File: config.mk
export PLATFORM = sky130hd
export DESIGN_NAME = pixel_writeback_unit_flat
export DESIGN_NICKNAME = d
export VERILOG_FILES = /design/src/rtl/pixel_writeback_unit_pkg.sv /design/src/rtl/pixel_writeback_unit_if.sv /design/src/rtl/pixel_writeback_unit_wb_fifo.sv /design/src/rtl/pixel_writeback_unit.sv /design/src/flat_wrapper.sv
export SDC_FILE = /design/constraint.sdc
export NUM_CORES = 1
export LEC_CHECK = 0
export ABC_CLOCK_PERIOD_IN_PS = 4100
export BUFFER_PORTS_ARGS = -buffer_cell sky130_fd_sc_hd__buf_2
export CORE_MARGIN = 2
export CORE_UTILIZATION = 44
export DETAILED_ROUTE_END_ITERATION = 8
export GPL_ROUTABILITY_DRIVEN = 0
export GPL_TIMING_DRIVEN = 0
export SYNTH_ARGS = -nofsm -noshare
export SYNTH_HDL_FRONTEND = slang
export SYNTH_SLANG_ARGS = --single-unit
File: constraint.sdc
create_clock -name i_clk -period 4.1 [get_ports i_clk]
set_input_delay 0 -clock i_clk [delete_from_list [all_inputs] [get_ports i_clk]]
set_output_delay 0 -clock i_clk [all_outputs]
set_load 0.01 [all_outputs]
File: src/rtl/pixel_writeback_unit_pkg.sv
// Shared types and constants for the pixel write-back unit.
// Holds the write-FSM state encoding, pixel/lane geometry, clamp limits
// and a helper that builds the byte-enable mask for a partial word.
package pixel_writeback_unit_pkg;

  typedef enum logic [0:0] {
    WB_IDLE = 1'b0,
    WB_REQ  = 1'b1
  } wb_state_e;

  localparam int PIX_W   = 8;
  localparam int LANES   = 4;
  localparam int LANE_W  = $clog2(LANES);
  localparam int WORD_W  = PIX_W * LANES;
  localparam int PIX_MIN = 0;
  localparam int PIX_MAX = 255;

  // Lanes 0..k-1 valid: (1 << k) - 1
  function automatic logic [LANES-1:0] lane_mask(input logic [LANE_W-1:0] k);
    logic [LANES-1:0] m;
    m = {LANES{1'b0}};
    for (int i = 0; i < LANES; i++) begin
      if (i < int'(k)) begin
        m[i] = 1'b1;
      end else begin
        m[i] = 1'b0;
      end
    end
    return m;
  endfunction

endpackage

File: src/rtl/pixel_writeback_unit_if.sv
// Result-bus and memory-write bundle for the pixel write-back unit.
// master = the write-back unit, slave = ALU result source plus data memory.
interface pixel_writeback_unit_if #(
  parameter int ADDR_W = 16
) ();
  logic [31:0]       c_bus;
  logic              result_valid;
  logic              result_ready;
  logic              mem_wr_req;
  logic [ADDR_W-1:0] mem_addr;
  logic [31:0]       mem_wdata;
  logic [3:0]        mem_byte_en;
  logic              mem_wr_ack;

  modport master (
    input  c_bus, result_valid, mem_wr_ack,
    output result_ready, mem_wr_req, mem_addr, mem_wdata, mem_byte_en
  );

  modport slave (
    output c_bus, result_valid, mem_wr_ack,
    input  result_ready, mem_wr_req, mem_addr, mem_wdata, mem_byte_en
  );
endinterface

File: src/rtl/pixel_writeback_unit_wb_fifo.sv
// wb_fifo: synchronous show-ahead FIFO holding packed words plus byte enables.
// DEPTH must be a power of two so the pointers wrap naturally.
// A push while full is accepted only when a pop happens in the same cycle.
module wb_fifo #(
  parameter int WIDTH = 36,
  parameter int DEPTH = 4
) (
  input  logic                     i_clk,
  input  logic                     i_reset,
  input  logic                     i_push,
  input  logic [WIDTH-1:0]         i_wdata,
  input  logic                     i_pop,
  output logic [WIDTH-1:0]         o_rdata,
  output logic                     o_full,
  output logic                     o_empty,
  output logic [$clog2(DEPTH):0]   o_count
);
  localparam int AW = $clog2(DEPTH);
  localparam logic [AW:0] CNT_FULL = (AW+1)'(DEPTH);
  localparam logic [AW:0] CNT_ZERO = {(AW+1){1'b0}};

  logic [WIDTH-1:0] r_mem [DEPTH];
  logic [AW-1:0]    r_wr_ptr;
  logic [AW-1:0]    r_rd_ptr;
  logic [AW:0]      r_count;
  logic             w_do_push;
  logic             w_do_pop;

  assign o_full    = (r_count == CNT_FULL);
  assign o_empty   = (r_count == CNT_ZERO);
  assign o_count   = r_count;
  assign o_rdata   = r_mem[r_rd_ptr];
  assign w_do_pop  = i_pop && !o_empty;
  assign w_do_push = i_push && (!o_full || w_do_pop);

  // Storage write; contents need no reset because count gates visibility.
  always_ff @(posedge i_clk) begin
    if (w_do_push) begin
      r_mem[r_wr_ptr] <= i_wdata;
    end
  end

  // Pointers and occupancy count.
  always_ff @(posedge i_clk) begin
    if (i_reset) begin
      r_wr_ptr <= {AW{1'b0}};
      r_rd_ptr <= {AW{1'b0}};
      r_count  <= CNT_ZERO;
    end else begin
      if (w_do_push) begin
        r_wr_ptr <= r_wr_ptr + AW'(1);
      end
      if (w_do_pop) begin
        r_rd_ptr <= r_rd_ptr + AW'(1);
      end
      case ({w_do_push, w_do_pop})
        2'b10:   r_count <= r_count + (AW+1)'(1);
        2'b01:   r_count <= r_count - (AW+1)'(1);
        default: r_count <= r_count;
      endcase
    end
  end
endmodule

File: src/rtl/pixel_writeback_unit.sv
// pixel_writeback_unit: converts 32-bit ALU results to 8-bit pixels, packs four
// per word, queues words in wb_fifo and writes them to memory over req/ack.
// Build option: define PIXEL_CLAMP_EN for saturating conversion and a clip
// counter; otherwise pixels are truncated and o_clip_count reads zero.
module pixel_writeback_unit
  import pixel_writeback_unit_pkg::*;
#(
  parameter int ADDR_W     = 16,
  parameter int FIFO_DEPTH = 4
) (
  input  logic                   i_clk,
  input  logic                   i_reset,
  input  logic                   i_start,
  input  logic [ADDR_W-1:0]      i_base_addr,
  input  logic                   i_flush,
  output logic                   o_busy,
  output logic                   o_flush_done,
  output logic [15:0]            o_clip_count,
  pixel_writeback_unit_if.master bus
);
  localparam int CNT_W = $clog2(FIFO_DEPTH) + 1;
  localparam int FIFO_W = WORD_W + LANES;
  localparam logic [LANE_W-1:0] LANE_ZERO = {LANE_W{1'b0}};
  localparam logic [LANE_W-1:0] LANE_LAST = LANE_W'(LANES - 1);
  localparam logic [CNT_W-1:0]  CNT_ZERO  = {CNT_W{1'b0}};

  logic [PIX_W-1:0]  w_pix;
  logic              w_xfer;
  logic              w_start_ok;
  logic [LANE_W-1:0] r_lane;
  logic [WORD_W-1:0] r_word;
  logic [WORD_W-1:0] w_packed;
  logic              w_fill_last;
  logic              w_flush_part;
  logic              w_flush_fin;
  logic              r_flush_pending;
  logic              r_flush_done;
  logic              w_push;
  logic [FIFO_W-1:0] w_push_data;
  logic [FIFO_W-1:0] w_head;
  logic              w_full;
  logic              w_empty;
  logic [CNT_W-1:0]  w_count;
  wb_state_e         r_state;
  wb_state_e         w_state_nxt;
  logic              w_load;
  logic [ADDR_W-1:0] r_wr_addr;
  logic              r_mem_wr_req;
  logic [ADDR_W-1:0] r_mem_addr;
  logic [WORD_W-1:0] r_mem_wdata;
  logic [LANES-1:0]  r_mem_byte_en;

  // ---------------- pixel conversion ----------------
`ifdef PIXEL_CLAMP_EN
  logic signed [31:0] w_c_s;
  logic               w_below;
  logic               w_above;
  logic               w_clip;
  logic [15:0]        r_clip_count;

  assign w_c_s = $signed(bus.c_bus);

  // Saturate to the pixel range and flag clamped results.
  always_comb begin
    w_below = (w_c_s < PIX_MIN);
    w_above = (w_c_s > PIX_MAX);
    w_clip  = w_below || w_above;
    if (w_below) begin
      w_pix = PIX_W'(PIX_MIN);
    end else if (w_above) begin
      w_pix = PIX_W'(PIX_MAX);
    end else begin
      w_pix = bus.c_bus[PIX_W-1:0];
    end
  end

  // Count clamped pixels since start, holding at all-ones.
  always_ff @(posedge i_clk) begin
    if (i_reset) begin
      r_clip_count <= 16'h0000;
    end else if (w_start_ok) begin
      r_clip_count <= 16'h0000;
    end else if (w_xfer && w_clip && (r_clip_count != 16'hFFFF)) begin
      r_clip_count <= r_clip_count + 16'h0001;
    end
  end

  assign o_clip_count = r_clip_count;
`else
  logic [31-PIX_W:0] w_unused_c_hi;

  assign w_pix         = bus.c_bus[PIX_W-1:0];
  assign w_unused_c_hi = bus.c_bus[31:PIX_W];
  assign o_clip_count  = 16'h0000;
`endif

  // ---------------- handshake and packer ----------------
  assign o_busy            = (r_lane != LANE_ZERO) || (w_count != CNT_ZERO) || (r_state == WB_REQ);
  assign bus.result_ready  = !w_full && !r_flush_pending && !i_reset;
  assign w_xfer            = bus.result_valid && bus.result_ready;
  assign w_start_ok        = i_start && !o_busy;
  assign w_fill_last       = w_xfer && (r_lane == LANE_LAST);
  // Partial word leaves the cycle after flush, so a coinciding pixel is packed first.
  assign w_flush_part      = r_flush_pending && (r_lane != LANE_ZERO) && !w_full;
  assign w_flush_fin       = r_flush_pending && w_empty && (r_state == WB_IDLE) && (r_lane == LANE_ZERO);

  // Current word with the incoming pixel dropped into its lane.
  always_comb begin
    w_packed = r_word;
    w_packed[int'(r_lane)*PIX_W +: PIX_W] = w_pix;
  end

  // Select what enters the FIFO: a full word or a flushed partial word.
  always_comb begin
    w_push      = w_fill_last || w_flush_part;
    if (w_fill_last) begin
      w_push_data = {{LANES{1'b1}}, w_packed};
    end else begin
      w_push_data = {lane_mask(r_lane), r_word};
    end
  end

  // Lane counter and word accumulator; cleared whenever a word leaves.
  always_ff @(posedge i_clk) begin
    if (i_reset) begin
      r_lane <= LANE_ZERO;
      r_word <= {WORD_W{1'b0}};
    end else if (w_fill_last || w_flush_part) begin
      r_lane <= LANE_ZERO;
      r_word <= {WORD_W{1'b0}};
    end else if (w_xfer) begin
      r_lane <= r_lane + LANE_W'(1);
      r_word <= w_packed;
    end else if (w_start_ok) begin
      r_lane <= LANE_ZERO;
      r_word <= {WORD_W{1'b0}};
    end
  end

  // Flush bookkeeping: pending until queue drains, then a one-cycle done pulse.
  always_ff @(posedge i_clk) begin
    if (i_reset) begin
      r_flush_pending <= 1'b0;
      r_flush_done    <= 1'b0;
    end else begin
      r_flush_done <= w_flush_fin;
      if (i_flush) begin
        r_flush_pending <= 1'b1;
      end else if (w_flush_fin) begin
        r_flush_pending <= 1'b0;
      end
    end
  end

  assign o_flush_done = r_flush_done;

  wb_fifo #(
    .WIDTH (FIFO_W),
    .DEPTH (FIFO_DEPTH)
  ) u_fifo (
    .i_clk   (i_clk),
    .i_reset (i_reset),
    .i_push  (w_push),
    .i_wdata (w_push_data),
    .i_pop   (w_load),
    .o_rdata (w_head),
    .o_full  (w_full),
    .o_empty (w_empty),
    .o_count (w_count)
  );

  // ---------------- write FSM ----------------
  // Write FSM state register.
  always_ff @(posedge i_clk) begin
    if (i_reset) begin
      r_state <= WB_IDLE;
    end else begin
      r_state <= w_state_nxt;
    end
  end

  // Next state; w_load moves the FIFO head into the request registers.
  always_comb begin
    w_state_nxt = r_state;
    w_load      = 1'b0;
    case (r_state)
      WB_IDLE: begin
        if (!w_empty) begin
          w_load      = 1'b1;
          w_state_nxt = WB_REQ;
        end else begin
          w_state_nxt = WB_IDLE;
        end
      end
      WB_REQ: begin
        if (bus.mem_wr_ack && !w_empty) begin
          w_load      = 1'b1;
          w_state_nxt = WB_REQ;
        end else if (bus.mem_wr_ack) begin
          w_state_nxt = WB_IDLE;
        end else begin
          w_state_nxt = WB_REQ;
        end
      end
      default: begin
        w_state_nxt = WB_IDLE;
      end
    endcase
  end

  // Write address: loaded on start, advanced as each word is handed to memory.
  always_ff @(posedge i_clk) begin
    if (i_reset) begin
      r_wr_addr <= {ADDR_W{1'b0}};
    end else if (w_load) begin
      r_wr_addr <= r_wr_addr + ADDR_W'(1);
    end else if (w_start_ok) begin
      r_wr_addr <= i_base_addr;
    end
  end

  // Request registers, held stable until the head is replaced.
  always_ff @(posedge i_clk) begin
    if (i_reset) begin
      r_mem_wr_req  <= 1'b0;
      r_mem_addr    <= {ADDR_W{1'b0}};
      r_mem_wdata   <= {WORD_W{1'b0}};
      r_mem_byte_en <= {LANES{1'b0}};
    end else begin
      r_mem_wr_req <= (w_state_nxt == WB_REQ);
      if (w_load) begin
        r_mem_addr    <= r_wr_addr;
        r_mem_wdata   <= w_head[WORD_W-1:0];
        r_mem_byte_en <= w_head[FIFO_W-1:WORD_W];
      end
    end
  end

  assign bus.mem_wr_req  = r_mem_wr_req;
  assign bus.mem_addr    = r_mem_addr;
  assign bus.mem_wdata   = r_mem_wdata;
  assign bus.mem_byte_en = r_mem_byte_en;
endmodule

File: src/flat_wrapper.sv
// flat-port wrapper written by rule: the top's interface ports become plain ports
module pixel_writeback_unit_flat import pixel_writeback_unit_pkg::*;
#(
  parameter int ADDR_W     = 16,
  parameter int FIFO_DEPTH = 4
)
  (i_clk, i_reset, i_start, i_base_addr, i_flush, o_busy, o_flush_done, o_clip_count, bus_c_bus, bus_result_valid, bus_mem_wr_ack, bus_result_ready, bus_mem_wr_req, bus_mem_addr, bus_mem_wdata, bus_mem_byte_en);
  pixel_writeback_unit_if #(.ADDR_W(ADDR_W)) bus_i ();
  input  logic i_clk;
  input  logic i_reset;
  input  logic i_start;
  input  logic [ADDR_W-1:0] i_base_addr;
  input  logic i_flush;
  output logic o_busy;
  output logic o_flush_done;
  output logic [15:0] o_clip_count;
  input wire logic [$bits(bus_i.c_bus)-1:0] bus_c_bus;
  input wire logic [$bits(bus_i.result_valid)-1:0] bus_result_valid;
  input wire logic [$bits(bus_i.mem_wr_ack)-1:0] bus_mem_wr_ack;
  output wire logic [$bits(bus_i.result_ready)-1:0] bus_result_ready;
  output wire logic [$bits(bus_i.mem_wr_req)-1:0] bus_mem_wr_req;
  output wire logic [$bits(bus_i.mem_addr)-1:0] bus_mem_addr;
  output wire logic [$bits(bus_i.mem_wdata)-1:0] bus_mem_wdata;
  output wire logic [$bits(bus_i.mem_byte_en)-1:0] bus_mem_byte_en;
  assign bus_i.c_bus = bus_c_bus;
  assign bus_i.result_valid = bus_result_valid;
  assign bus_i.mem_wr_ack = bus_mem_wr_ack;
  assign bus_result_ready = bus_i.result_ready;
  assign bus_mem_wr_req = bus_i.mem_wr_req;
  assign bus_mem_addr = bus_i.mem_addr;
  assign bus_mem_wdata = bus_i.mem_wdata;
  assign bus_mem_byte_en = bus_i.mem_byte_en;
  pixel_writeback_unit #(.ADDR_W(ADDR_W), .FIFO_DEPTH(FIFO_DEPTH)) u_core (.i_clk(i_clk), .i_reset(i_reset), .i_start(i_start), .i_base_addr(i_base_addr), .i_flush(i_flush), .o_busy(o_busy), .o_flush_done(o_flush_done), .o_clip_count(o_clip_count), .bus(bus_i));
endmodule
After elaboration in Yosys (flattened, before gate mapping)
Memories as Yosys holds them, arrays and structs flattened. A register that Yosys moved wholly into a read port is not among the register bits.
Index checks and enable logic that the tools add are counted.
{ "op_classes": {"reduce_logical": 31, "shift": 2, "n_lt_le_gt_ge": 3, "n_bitwise": 1, "add_sub_neg": 7, "n_eq_ne": 4, "muxes": 22} }
{ "ops": {"columns": ["operator", "count"], "rows": [
  ["$mux W32", 2],
  ["$mux W36", 1],
  ["$neg A5 Y33", 1],
  ["$shift A8 B33 Y32 const A", 1],
  ["$shiftx A8 B33 Y32", 1],
  ["$bwmux W32", 1],
  ["$mux W16", 2],
  ["$add A16 B1 Y16 const B", 1],
  ["$logic_and A1 B1 Y1", 13],
  ["$mux W1", 11],
  ["$reduce_bool A2 Y1", 5],
  ["$add A2 B1 Y2 const B", 3],
  ["$pmux W3 S2", 1],
  ["$logic_not A1 Y1", 5],
  ["$eq A2 B2 Y1 const B", 2],
  ["$logic_or A1 B1 Y1", 4],
  ["$lt A1 B2 Y1 const A", 2],
  ["$mux W2", 2],
  ["$pmux W1 S2", 2],
  ["$add A3 B1 Y3 const B", 1],
  ["$eq A3 B3 Y1 const B", 1],
  ["$logic_not A3 Y1", 1],
  ["$reduce_bool A3 Y1", 1],
  ["$sub A3 B1 Y3 const B", 1],
  ["5 further kinds", 5]
]} }
{ "totals": {"memories": 1, "out_inout_bits": 72, "elab_cells": 81, "ram_bits": 144, "ff_bits": 76, "in_bits": 54} }
{ "mem_list": {"columns": ["memory", "depth", "word_bits", "read_ports", "rd_ports_with_merged_regs", "write_ports", "line", "rtl"], "rows": [
  ["u_core.u_fifo.r_mem", 4, 36, 1, 1, 1, "pixel_writeback_unit_wb_fifo.sv:22", "logic [WIDTH-1:0] r_mem [DEPTH];"]
]} }

Logic depth before layout (Yosys ltp)
Gate-level depths: netlist of run 1.
{ "logic_depth": {"depth_word": 10, "depth_mapped": 11, "depth_no_buf": 11} }

By module
Synthesis of run 1 repeated with hierarchy kept, for this count alone.
{ "hier_totals": {"cells_unflattened": 825, "hier_area_um2": 10553.9} }
{ "modules_own_cells": {"columns": ["module", "cells_per_inst", "area_each_um2", "n_inst"], "rows": [
  ["wb_fifo", 242, 5738.0, 1],
  ["pixel_writeback_unit", 583, 4815.9, 1]
]} }

Worst setup path after synthesis of run 1
OpenSTA, ideal clock, no wires.
{ "synth_timing": {"path_kind": "register to register", "startpoint": "register u_core.r_lane[0]", "endpoint": "memory u_core.u_fifo.r_mem[0][0], enable pin", "setup_ps": 397, "period_less_slack_ps": 2819, "n_path_buf": 0, "setup_slack_ps": 1281, "stages_incl_launch_ff": 6, "t_arrival_ps": 2422, "cell_sequence": "dfxtp_1 > inv_1 > ha_1 > nand2b_1 > a21oi_1 > and2_1"} }
{ "synth_via": {"elab_chain_len": 7, "elab_cells_between_ends": 9, "classes_between": "eq/ne: 1; mux: 2; reduce/logical: 6"} }
{ "synth_rtl": {"columns": ["element", "line", "rtl"], "rows": [
  ["start, declared", "pixel_writeback_unit.sv:30", "logic [LANE_W-1:0] r_lane;"],
  ["start signal, assigned", "pixel_writeback_unit.sv:132", "r_lane <= r_lane + LANE_W'(1);"],
  ["$reduce_bool A2 Y1", "pixel_writeback_unit.sv:104", "assign w_flush_part = r_flush_pending && (r_lane != LANE_ZERO) && !w_full;"],
  ["$logic_and A1 B1 Y1 (2 in series)", "pixel_writeback_unit.sv:104", null],
  ["$logic_or A1 B1 Y1 *", "pixel_writeback_unit.sv:115", "w_push = w_fill_last || w_flush_part;"],
  ["$logic_and A1 B1 Y1 *", "pixel_writeback_unit_wb_fifo.sv:34", "assign w_do_push = i_push && (!o_full || w_do_pop);"],
  ["$mux W1 *", "pixel_writeback_unit_wb_fifo.sv:38", "if (w_do_push) begin"],
  ["$mux W1 (not written as such) *", "pixel_writeback_unit_wb_fifo.sv:39", "r_mem[r_wr_ptr] <= i_wdata;"],
  ["end, declared", "pixel_writeback_unit_wb_fifo.sv:22", null]
]} }
Mark *: on every way between the ends. The rest lies on a longest branch, timed or not.

Final worst setup path of run 1
{ "layout_timing": {"startpoint": "register u_core.r_lane[0]", "endpoint": "memory u_core.u_fifo.r_mem[1][32], enable pin"} }
Same word-level chain as after synthesis.

==> reports/results.md, run 1 <==
| Result | Reported |
|:---|:---|
| Outcome | completed |
| Design area | 12200 sq um |
| Netlist Area Pre-Place | 10200 sq um |
| Synth async-reset ratio | 0% |
| Clock sink count | 256 |
| Min-delay src | bus_result_valid |
| Clock root buffer | clkbuf_16 |
| Avg Synthesized Cell Area | 13.1 sq um |
| Pin count of the biggest net entering global routing | 32 |
| Sequential-to-total area share from yosys stat | 64.4% |
| Starting density of the core | 44.9% |
| Instance area after placement | 11100 sq um |
| First DRT Iteration DRCs | 400 |
| Number of buffers added to fix hold violations after cts | 27 |
| Buffer depth of the longest clock path | 3 |
| Clock latency at the later pin of the worst-skew pair | 520 ps |
| Setup slack at placement | 918 ps |
| Kind of start point of the critical path | register |
| Register clock-pin slew on the reported worst setup and hold paths | 60 ps |
| Die outline area | 24400 sq um |
| Synth cell types | 58 |
| Type of the worst setup path | register to register |
| Data arrival time of the critical path | 3350 ps |
| Die outline height | 156 um |
| Top flip-flop cell by instance count after synthesis | edfxtp_1 |
| Cells on worst reg2reg path | 6 |
| Total wire length | 23000 um |
| Post-detailed-route count of antenna-violating nets | 0 |
| Most instantiated library cell after synthesis | edfxtp_1 |
| Final HPWL DP | 15500 um |
| Maximum vdd drop | 0.278 mV |
| Leading cell types by count after synthesis | edfxtp_1, nand2_1, dfxtp_1 |
| EDFF count, synth | 144 |
| Setup repair after global routing missed its margin | no |
| Final net count | 1005 |
| Reported max-cap violation count | 0 |
| Overall routing resource usage | 19.1% |
| Ratio of final minimum period to clock period | 76.2% |
| Start of the worst register-to-register path | u_core.r_lane[0]$_SDFFE_PP0P_ |
| Library cell with the largest summed area after synthesis | edfxtp_1 |
| Largest cells by area after synthesis | edfxtp_1, dfxtp_1, mux4_2, nand2_1, a21oi_1 |
| Critical Path End Type | register |
| Area share of the leading cell type in the synthesized netlist | 42.4% |
| Number of placement rows | 55 |
| Final setup TNS | 0 ps |
| Number of gates resized after CTS | 0 |
| Setup repair bufs after CTS | 0 |
| Post-route DRC | 0 |
| Pre-antenna DRT Iters | 5 |
| Antenna violations before repair | 0 |
| Top-Level Pins | 126 |
| CTS HTree Levels | 1 |
| Synthesis Warnings | 0 |
| Number of vias in the routed layout | 6732 |
| Clock tree skew after final layout | 11.5 ps |
| Slew at the pin with the worst max-slew slack | 1010 ps |
| Leak pwr | 4.37 nW |
| Endpoint required time on the critical path | 4330 ps |
| Ant diodes | 0 |
| Routed wirelength normalized by instance count | 18.5 um |
| Capture point of the worst reg-to-reg path | u_core.u_fifo.r_mem[1][32]$_DFFE_PP_ |
| Port-buffer cells | 85 |
| Via/cell ratio | 5.42 |
| Final core area utilization | 53.9% |
| Width of the chip | 156 um |
| Worst setup path endpoint | u_core.u_fifo.r_mem[1][32]$_DFFE_PP_ |
| Number of synthesized register bits | 256 |
| # setup viols final | 0 |
| Achievable clock frequency | 320 MHz |
| Final-report max-slew violation count | 0 |
| Relative slew slack | 32.0% |
| # fillers | 1979 |
| Area growth from synthesis to final layout | 20.1% |
| Time the final worst path needs with I/O delays and setup | 3120 ps |
| Fraction of final layout cells sized beyond drive strength 1 | 22.4% |
| R2R Setup Slk | 980 ps |
| Post-synthesis cell count | 779 |
| Final hold vios | 0 |
| Class of the tightest hold or removal check | primary input to register |
| Core ar. | 22700 sq um |
| Num CTS Buffers | 26 |
| Number of global-route vias before repair | 6535 |
| Worst Path Max Fanout | 20 |
| Total grt overflow | 0 |
| Beginning of the critical path | u_core.r_lane[0]$_SDFFE_PP0P_ |
| First-pass GRT wire length | 36000 um |
| Power density over the cells | 602 nW/um^2 |
| Setup ws final | 977 ps |
| Clock tree from TritonCTS | built |
## per-layer routing
layer  wire (um)  global-route usage [%]  share of wire (%)
met5           0                       0                  0
met4         374                    4.89                1.6
met3        1020                    2.72                4.4
met2       11200                    32.6                 49
met1       10400                    25.7                 45
## registers in the layout, summed over array words and instances (netlist names)
register	count
u_core.u_fifo.r_mem	144
u_core.r_lane	2
u_core.u_fifo.r_wr_ptr	2
u_core.bus.mem_addr	16
u_core.u_fifo.r_rd_ptr	2
u_core.bus.mem_wdata	32
u_core.r_flush_pending	1
u_core.r_wr_addr	16
u_core.u_fifo.o_count	3
u_core.bus.mem_byte_en	4
u_core.bus.mem_wr_req	1
u_core.o_flush_done	1
u_core.r_word	32
## cell families (layout without fill, tap and decap cells)
group | after synthesis | in the layout | synth area share, %
flip-flops | 256 | 256 | 64.4
XOR/XNOR | 6 | 6 | 0.516
other | 1 | 16 | 0.0368
AND/OR/NAND/NOR | 244 | 244 | 11.6
AO/OA/AOI/OAI | 148 | 148 | 10.1
multiplexers | 38 | 38 | 8.15
buffers and inverters | 73 | 237 | 3.46
adder cells (fa/ha/maj) | 13 | 13 | 1.67
## metrics by stage
stage                     power, mW  cells  hold slack, ps
final                          7.37   1243            30.7
after detailed placement       5.12   1168             218
after floorplan                4.46    794             117
after global placement         5.10   1164             213
after global routing           7.79   1243            56.2
after CTS                      7.46   1243            4.82
## final cells by class
class	count	area, sq um	area share (%)
timing repair buffer	116	783	6.40
sequential	256	6570	53.7
clock inverter	15	125	1.02
clock buffer	33	718	5.87
tap	285	357	2.92
buffer	56	289	2.36
multi-input combinational	465	3330	27.2
inverter	17	63.8	0.522
## worst min path at each step
| stage | end | depth (start not counted) | slack, ps |
|---|---|---|---|
| global route | u_core.r_lane[0]$_SDFFE_PP0P_ | 4 | 60 |
| finish | u_core.r_lane[0]$_SDFFE_PP0P_ | 4 | 30 |
| global placement | u_core.r_flush_pending$_SDFFE_PP0P_ | 3 | 210 |
| floorplan | u_core.r_flush_pending$_SDFFE_PP0P_ | 2 | 120 |
| detailed placement | u_core.r_flush_pending$_SDFFE_PP0P_ | 3 | 220 |
| CTS | u_core.r_lane[0]$_SDFFE_PP0P_ | 4 | 5 |
## layout by cell type (no fill, tap or decap), drive strengths merged, types with 3 or more instances in the layout
cell	n
nand2b	3
nand2	129
nand4	4
a311oi	3
and3	9
a22o	31
clkbuf	50
and2	7
mux4	36
and4	4
or3	8
nor3b	5
nor2	38
a2111oi	3
dfxtp	112
inv	17
ha	12
edfxtp	144
a31oi	8
nor4	4
a21oi	61
dlygate4sd3	27
o211ai	6
xor2	3
o21ai	3
xnor2	3
clkinv	13
nor3	7
nand3	13
or4	3
conb	16
a32oi	25
buf	128
## power by group
group          leakage, nW  internal (mW)  switching (mW)
clock network        0.424           1.36           0.945
registers             2.16           2.95           0.178
logic                 1.78          0.724            1.21
total                 4.37           5.03            2.33
## worst max-delay path: stages (launching register included)
cell and delay [ps]:
dfxtp_1 520, inv_1 170, ha_1 340, nand2b_1 180, a21oi_1 630, and2_2 720
buf_16 240
No activity file was read; power rests on OpenSTA's default activity.
==> run 2: changes to the inputs <==
--- a/config.mk
+++ b/config.mk
@@ -5,7 +5,7 @@
 export SDC_FILE = /design/constraint.sdc
 export NUM_CORES = 1
 export LEC_CHECK = 0
-export ABC_CLOCK_PERIOD_IN_PS = 4100
+export ABC_CLOCK_PERIOD_IN_PS = 3050
 export BUFFER_PORTS_ARGS = -buffer_cell sky130_fd_sc_hd__buf_2
 export CORE_MARGIN = 2
 export CORE_UTILIZATION = 44
==> constraint.sdc (replaced) <==
create_clock -name i_clk -period 3.05 [get_ports i_clk]
set_input_delay 0 -clock i_clk [delete_from_list [all_inputs] [get_ports i_clk]]
set_output_delay 0 -clock i_clk [all_outputs]
set_load 0.01 [all_outputs]
==> run 2 against run 1 <==
Against the previous run: register-to-register slack worse by 650 ps; largest cell class unchanged; flip-flop and latch count unchanged; setup slack worse by 650 ps; critical endpoint is now u_core.u_fifo.o_count[2]$_SDFFE_PP0P_; global-route usage about the same; fmax up 15%; highest routed layer unchanged; first-iteration DRC count down 4.8%; non-clock buffer count down 1; wire length up 0.38%; cell count about the same.
==> reports/results.md, run 2 (synthesized netlist as in run 1, its figures left out) <==
| Result | Reported | Change |
|:---|:---|:---|
| Clock sink count | 256 | unchanged |
| Kind of start point of the critical path | register |  |
| Critical Path End Type | register |  |
| Met2 Wirelength | 11200 um | about the same |
| Outcome | completed |  |
| Post-detailed-route count of antenna-violating nets | 0 | unchanged |
| Endpoint required time on the critical path | 3500 ps | -830 ps |
| Slew at the pin with the worst max-slew slack | 1030 ps | +15.5 ps |
| Starting density of the core | 44.9% | unchanged |
| Most common cell after layout, fill and taps aside | edfxtp_1 |  |
| Total wire length | 23000 um | +0.38% |
| Clock tree skew after final layout | 11.3 ps | -0.200 ps |
| Register with the highest flop count | u_core.u_fifo.r_mem |  |
| CTS HTree Levels | 1 | unchanged |
| Final-report max-slew violation count | 0 | unchanged |
| Highest-count cells in the layout ignoring fill and taps | edfxtp_1, nand2_1, dfxtp_1 |  |
| Clock latency at the later pin of the worst-skew pair | 520 ps | about the same |
| WHS Path Cells | 4 | unchanged |
| Routed wirelength normalized by instance count | 18.6 um | +0.46% |
| Fraction of power spent switching nets | 31.7% | +0.048 points |
| Final hold vios | 0 | unchanged |
| Register clock-pin slew on the reported worst setup and hold paths | 60 ps | about the same |
| Class of the tightest hold or removal check | primary input to register |  |
| Seq pwr share | 42.4% | about the same |
| Worst Path Max Fanout | 10 | -50% |
| Proportion of power drawn by combinational gates | 26.3% | about the same |
| Data arrival time of the critical path | 3180 ps | -170 ps |
| Time the final worst path needs with I/O delays and setup | 2730 ps | -396 ps |
| Clock root buffer | clkbuf_16 |  |
| Final HPWL DP | 15500 um | unchanged |
| Post-route DRC | 0 | unchanged |
| Die outline area | 24400 sq um | unchanged |
| Final setup TNS | 0 ps | unchanged |
| Max FFs per register | 144 | unchanged |
| Port-buffer cells | 85 | unchanged |
| Setup repair bufs after CTS | 0 | unchanged |
| Setup ws final | 323 ps | -654 ps |
| Pin count of the biggest net entering global routing | 32 | unchanged |
| Achievable clock frequency | 367 MHz | +15% |
| Routed metal-1 wirelength | 10500 um | +1.4% |
| Cells on worst reg2reg path | 11 | +5 |
| Final net count | 1004 | -0.10% |
| Pre-antenna DRT Iters | 4 | -1 |
| Number of placement rows | 55 | unchanged |
| Type of the worst setup path | register to register |  |
| Setup slack at placement | -132 ps | -1050 ps |
| Die outline height | 156 um | unchanged |
| Buffer depth of the longest clock path | 3 | unchanged |
| Fraction of final layout cells sized beyond drive strength 1 | 22.6% | +0.13 points |
| Number of vias in the routed layout | 6710 | -0.33% |
| First DRT Iteration DRCs | 381 | -4.8% |
| Relative slew slack | 30.9% | -1.0 points |
| Total power | 9.91 mW | +35% |
| Final core area utilization | 53.9% | about the same |
| Total grt overflow | 0 | unchanged |
| Setup repair after global routing missed its margin | no |  |
| Num CTS Buffers | 26 | unchanged |
| Ratio of final minimum period to clock period | 89.4% | +13 points |
| Leak pwr | 4.37 nW | about the same |
| Maximum vdd drop | 0.374 mV | +34% |
| Switching Power | 3.14 mW | +35% |
| Via/cell ratio | 5.40 | -0.25% |
| Core ar. | 22700 sq um | unchanged |
| Routed length on met3 | 986 um | -3.2% |
| Cell internal pwr | 6.77 mW | +34% |
| Width of the chip | 156 um | unchanged |
| Final hold slack | 28.2 ps | -2.49 ps |
| Number of global-route vias before repair | 6532 | -0.046% |
| Reported max-cap violation count | 0 | unchanged |
| Highest metal layer used by the detailed router | met4 |  |
| Power density over the cells | 809 nW/um^2 | +34% |
| First-pass GRT wire length | 36000 um | about the same |
| Antenna violations before repair | 0 | unchanged |
| Top-Level Pins | 126 | unchanged |
| Area growth from synthesis to final layout | 20.2% | about the same |
| Ant diodes | 0 | unchanged |
| Overall routing resource usage | 19.1% | about the same |
| # setup viols final | 0 | unchanged |
| Clock tree from TritonCTS | built |  |
| Clk network pwr share | 31.3% | about the same |
run 2: final timing paths:
path,startpoint,to,slack (ps)
worst max-delay path,u_core.r_lane[0]$_SDFFE_PP0P_,u_core.u_fifo.o_count[2]$_SDFFE_PP0P_,320
worst min-delay path,bus_result_valid,u_core.r_lane[0]$_SDFFE_PP0P_,30
worst max register to register,u_core.r_lane[0]$_SDFFE_PP0P_,u_core.u_fifo.o_count[2]$_SDFFE_PP0P_,320
worst min register to register,u_core.bus.mem_wdata[31]$_SDFFE_PP0N_,u_core.bus.mem_wdata[31]$_SDFFE_PP0N_,450
run 2: timing repair:
action | 4_1_cts | 5_1_grt
endpoints found under the hold margin | 53 | 0
gates resized for setup | 2 | 2
hold buffers | 27 | 0
setup endpoints to repair | 18 | 1
run 2: metal layers:
layer  vias up  GRT usage [%]
li1       3224              -
met1      3319           25.8
met2       138           32.6
met3        29           2.72
met4         0           4.89
met5         -              0
run 2: layout make-up:
| cell class | instances | area (sq um) |
|---|---|---|
| Clock inverter | 15 | 125 |
| Inverter | 17 | 63.8 |
| Fill cell | 1974 | 10500 |
| Buffer | 55 | 288 |
| Tap cell | 285 | 357 |
| Multi-Input combinational cell | 465 | 3340 |
| Sequential cell | 256 | 6570 |
| Timing Repair Buffer | 116 | 783 |
| Clock buffer | 33 | 718 |
run 2: power by group through the flow:
stage	registers, mW	clock network [mW]	logic (mW)
after floorplan	4.33	0	1.66
after global placement	4.27	0	2.58
after detailed placement	4.28	0	2.61
after CTS	4.20	3.17	2.64
after global routing	4.25	3.31	2.91
final	4.20	3.10	2.61
run 2: worst max-delay path, stage by stage (launching register included):
cell,delay [ps]
dfxtp_1,520
inv_1,170
ha_1,340
nand2b_1,230
a21oi_4,320
inv_1,80
ha_1,220
inv_1,80
fa_1,190
xor2_1,70
or3_1,300
a21oi_1,140
run 2: metrics by stage:
| step | cell area, sq um | std cells |
|---|---|---|
| after floorplan | 10200 | 794 |
| after global placement | 11000 | 1164 |
| after detailed placement | 11100 | 1168 |
| after CTS | 12200 | 1242 |
| after global routing | 12200 | 1242 |
| final | 12200 | 1242 |
==> run 3: changes to the inputs <==
--- a/config.mk
+++ b/config.mk
@@ -5,7 +5,7 @@
 export SDC_FILE = /design/constraint.sdc
 export NUM_CORES = 1
 export LEC_CHECK = 0
-export ABC_CLOCK_PERIOD_IN_PS = 3050
+export ABC_CLOCK_PERIOD_IN_PS = 2700
 export BUFFER_PORTS_ARGS = -buffer_cell sky130_fd_sc_hd__buf_2
 export CORE_MARGIN = 2
 export CORE_UTILIZATION = 44
==> constraint.sdc (replaced) <==
create_clock -name i_clk -period 2.7 [get_ports i_clk]
set_input_delay 0 -clock i_clk [delete_from_list [all_inputs] [get_ports i_clk]]
set_output_delay 0 -clock i_clk [all_outputs]
set_load 0.01 [all_outputs]
==> run 3 against run 2 <==
Against the previous run: wire length grew 0.16%; sequential share of layout area increased by 0.13 points; non-clock buffer count decreased by 3; total power up 14%; via count decreased by 1.6%; critical path depth decreased by 6; core utilization decreased by 0.088 points; global-route usage is essentially flat; register-to-register slack lost 190 ps; flip-flop and latch count stayed put; hold slack improved by 39 ps; critical endpoint is now u_core.u_fifo.r_mem[3][4]$_DFFE_PP_; largest cell class unchanged; highest routed layer unchanged.
==> reports/results.md, run 3 (synthesized netlist as in run 1, its figures left out) <==
| Result | Reported | Change |
|:---|:---|:---|
| Outcome | completed |  |
| Pin count of the biggest net entering global routing | 37 | +16% |
| CTS HTree Levels | 1 | unchanged |
| Core ar. | 22700 sq um | unchanged |
| Ant diodes | 0 | unchanged |
| Proportion of power drawn by combinational gates | 26.3% | about the same |
| Final setup TNS | 0 ps | unchanged |
| Setup slack at placement | -553 ps | -420 ps |
| Area growth from synthesis to final layout | 20.0% |  |
| Starting density of the core | 44.9% | unchanged |
| Reported max-cap violation count | 0 | unchanged |
| Width of the chip | 156 um | unchanged |
| Worst Path Max Fanout | 10 | unchanged |
| Slew at the pin with the worst max-slew slack | 1070 ps | +46.3 ps |
| Time the final worst path needs with I/O delays and setup | 2570 ps | -157 ps |
| Maximum vdd drop | 0.452 mV | +21% |
| Final HPWL DP | 15100 um | -2.7% |
| Ratio of final minimum period to clock period | 95.2% | +5.8 points |
| Number of global-route vias before repair | 6524 | -0.12% |
| Class of the tightest hold or removal check | primary input to register |  |
| Clk network pwr share | 31.7% | +0.4 points |
| Die outline height | 156 um | unchanged |
| Final hold vios | 0 | unchanged |
| Slowest stage cell, crit path | or4bb_1 |  |
| Buffer depth of the longest clock path | 3 | unchanged |
| Number of placement rows | 55 | unchanged |
| R2R Setup Slk | 130 ps | -190 ps |
| Num CTS Buffers | 27 | +3.8% |
| Clock root buffer | clkbuf_16 |  |
| # fillers | 1980 | +0.30% |
| Port-buffer cells | 85 | unchanged |
| Capture point of the worst reg-to-reg path | u_core.u_fifo.r_mem[3][4]$_DFFE_PP_ |  |
| Area of the multi-input gates | 3380 sq um | +1.0% |
| Achievable clock frequency | 389 MHz | +6.1% |
| Post-detailed-route count of antenna-violating nets | 0 | unchanged |
| Fraction of final layout cells sized beyond drive strength 1 | 23.2% | +0.68 points |
| Start of the worst register-to-register path | u_core.r_lane[0]$_SDFFE_PP0P_ |  |
| WHS Endpoint | u_core.u_fifo.r_wr_ptr[0]$_SDFFE_PP0P_ |  |
| First-pass GRT wire length | 36100 um | +0.23% |
| Endpoint required time on the critical path | 3040 ps | -460 ps |
| Cell internal pwr | 7.73 mW | +14% |
| Highest-count cells in the layout ignoring fill and taps | edfxtp_1, nand2_1, dfxtp_1 |  |
| Data arrival time of the critical path | 2910 ps | -270 ps |
| Cells on worst reg2reg path | 5 | -6 |
| Clock latency at the later pin of the worst-skew pair | 530 ps | about the same |
| First DRT Iteration DRCs | 463 | +22% |
| Setup repair after global routing missed its margin | no |  |
| Critical path cell sequence | inv_1 > ha_1 > or4bb_1 > nor2_1 > a22o_1 |  |
| Setup repair bufs after CTS | 0 | unchanged |
| Final net count | 1002 | -0.20% |
| Cells after DPL | 1164 | -0.34% |
| Switching Power | 3.60 mW | +15% |
| Kind of start point of the critical path | register |  |
| Total wire length | 23100 um | +0.16% |
| Relative slew slack | 28.3% | -2.6 points |
| Worst path top cell family by delay | simple AND/OR/NAND/NOR gates |  |
| Highest cell delay on the worst timing path | 540 ps | +20 ps |
| Setup ws final | 130 ps | -193 ps |
| Routed wirelength normalized by instance count | 18.6 um | +0.32% |
| WHS Path Cells | 5 | +1 |
| Critical Path End Type | register |  |
| Top-Level Pins | 126 | unchanged |
| Total grt overflow | 0 | unchanged |
| Final-report max-slew violation count | 0 | unchanged |
| Register Area | 6570 sq um | about the same |
| Clock tree skew after final layout | 12.4 ps | +1.09 ps |
| Antenna violations before repair | 0 | unchanged |
| Fraction of power spent switching nets | 31.8% | +0.10 points |
| Clock tree from TritonCTS | built |  |
| Clock sink count | 256 | unchanged |
| Type of the worst setup path | register to register |  |
| Pre-antenna DRT Iters | 5 | +1 |
| Leak pwr | 4.35 nW | -0.46% |
| Min-delay src | bus_result_valid |  |
| Register clock-pin slew on the reported worst setup and hold paths | 60 ps | about the same |
| Post-route DRC | 0 | unchanged |
| Overall routing resource usage | 19.1% | about the same |
| Fin cells | 1240 | -0.16% |
| Number of vias in the routed layout | 6601 | -1.6% |
| Register with the highest flop count | u_core.u_fifo.r_mem |  |
| Worst path bufs/invs | 1 | -2 |
| Seq pwr share | 42.0% | -0.4 points |
| Max FFs per register | 144 | unchanged |
| Power density over the cells | 927 nW/um^2 | +14% |
| Via/cell ratio | 5.32 | -1.5% |
| # setup viols final | 0 | unchanged |
| Die outline area | 24400 sq um | unchanged |
| Most common cell after layout, fill and taps aside | edfxtp_1 |  |
[run 3: changes by cell type in the layout (fill, tap and decap cells not counted), sizes merged]
cell / delta
inv: +1
clkinv: -5
clkbuf: +3
clkinvlp: +1
dlygate4sd3: +1
buf: -3
[run 3: stage by stage]
step	hold WS, ps	power [mW]	area, sq um	util (%)
2_1_floorplan	117	6.77	10200	-
3_3_place_gp	210	7.73	11000	48.6
3_5_place_dp	219	7.77	11000	48.6
4_1_cts	58.8	11.4	12200	53.7
5_1_grt	92.4	11.9	12200	53.8
6_report	67.7	11.3	12200	53.8
[run 3: metal layers]
metal,GRT usage [%],part of all wire [%],vias to the layer above
met5,0,0,-
met4,5.20,1.7,0
met3,2.72,4.1,32
met2,32.1,47,149
met1,26.1,47,3203
li1,-,-,3217
[run 3: power by group through the flow]
stage | logic (mW) | clock network (mW) | registers [mW]
final | 2.98 | 3.59 | 4.76
after global routing | 3.31 | 3.82 | 4.81
after CTS | 2.99 | 3.66 | 4.75
after detailed placement | 2.94 | 0 | 4.83
after global placement | 2.91 | 0 | 4.82
after floorplan | 1.87 | 0 | 4.89
[run 3: timing repair]
item,CTS,global route
setup endpoints to repair,149,2
resized for setup,9,9
endpoints found under the hold margin,49,0
hold buffers,28,0
[run 3: tightest hold or removal path, cell delays in order]
cell and delay [ps]:
buf_2 110, nand4bb_1 140, a21oi_4 120, xnor2_1 140
nor2_1 40
[run 3: cell type report]
type | count | share of cell area (%)
flip-flops and latches | 256 | 53.8
multi-input cells | 465 | 27.6
clock buffers | 37 | 6.04
repair buffers | 113 | 5.77
well taps | 285 | 2.92
plain buffers | 55 | 2.38
clock inverters | 12 | 0.972
inverters | 17 | 0.522
[run 3: worst max path at each step]
stage,cells past startpoint,to,from
after floorplan,11,u_core.u_fifo.o_count[2]$_SDFFE_PP0P_,u_core.u_fifo.o_count[0]$_SDFFE_PP0P_
after global placement,5,u_core.u_fifo.r_mem[1][24]$_DFFE_PP_,u_core.r_lane[0]$_SDFFE_PP0P_
after detailed placement,5,u_core.u_fifo.r_mem[1][17]$_DFFE_PP_,u_core.r_lane[0]$_SDFFE_PP0P_
after CTS,10,u_core.u_fifo.o_count[2]$_SDFFE_PP0P_,u_core.u_fifo.o_count[0]$_SDFFE_PP0P_
after global routing,11,u_core.u_fifo.o_count[2]$_SDFFE_PP0P_,u_core.r_lane[0]$_SDFFE_PP0P_
final,5,u_core.u_fifo.r_mem[3][4]$_DFFE_PP_,u_core.r_lane[0]$_SDFFE_PP0P_
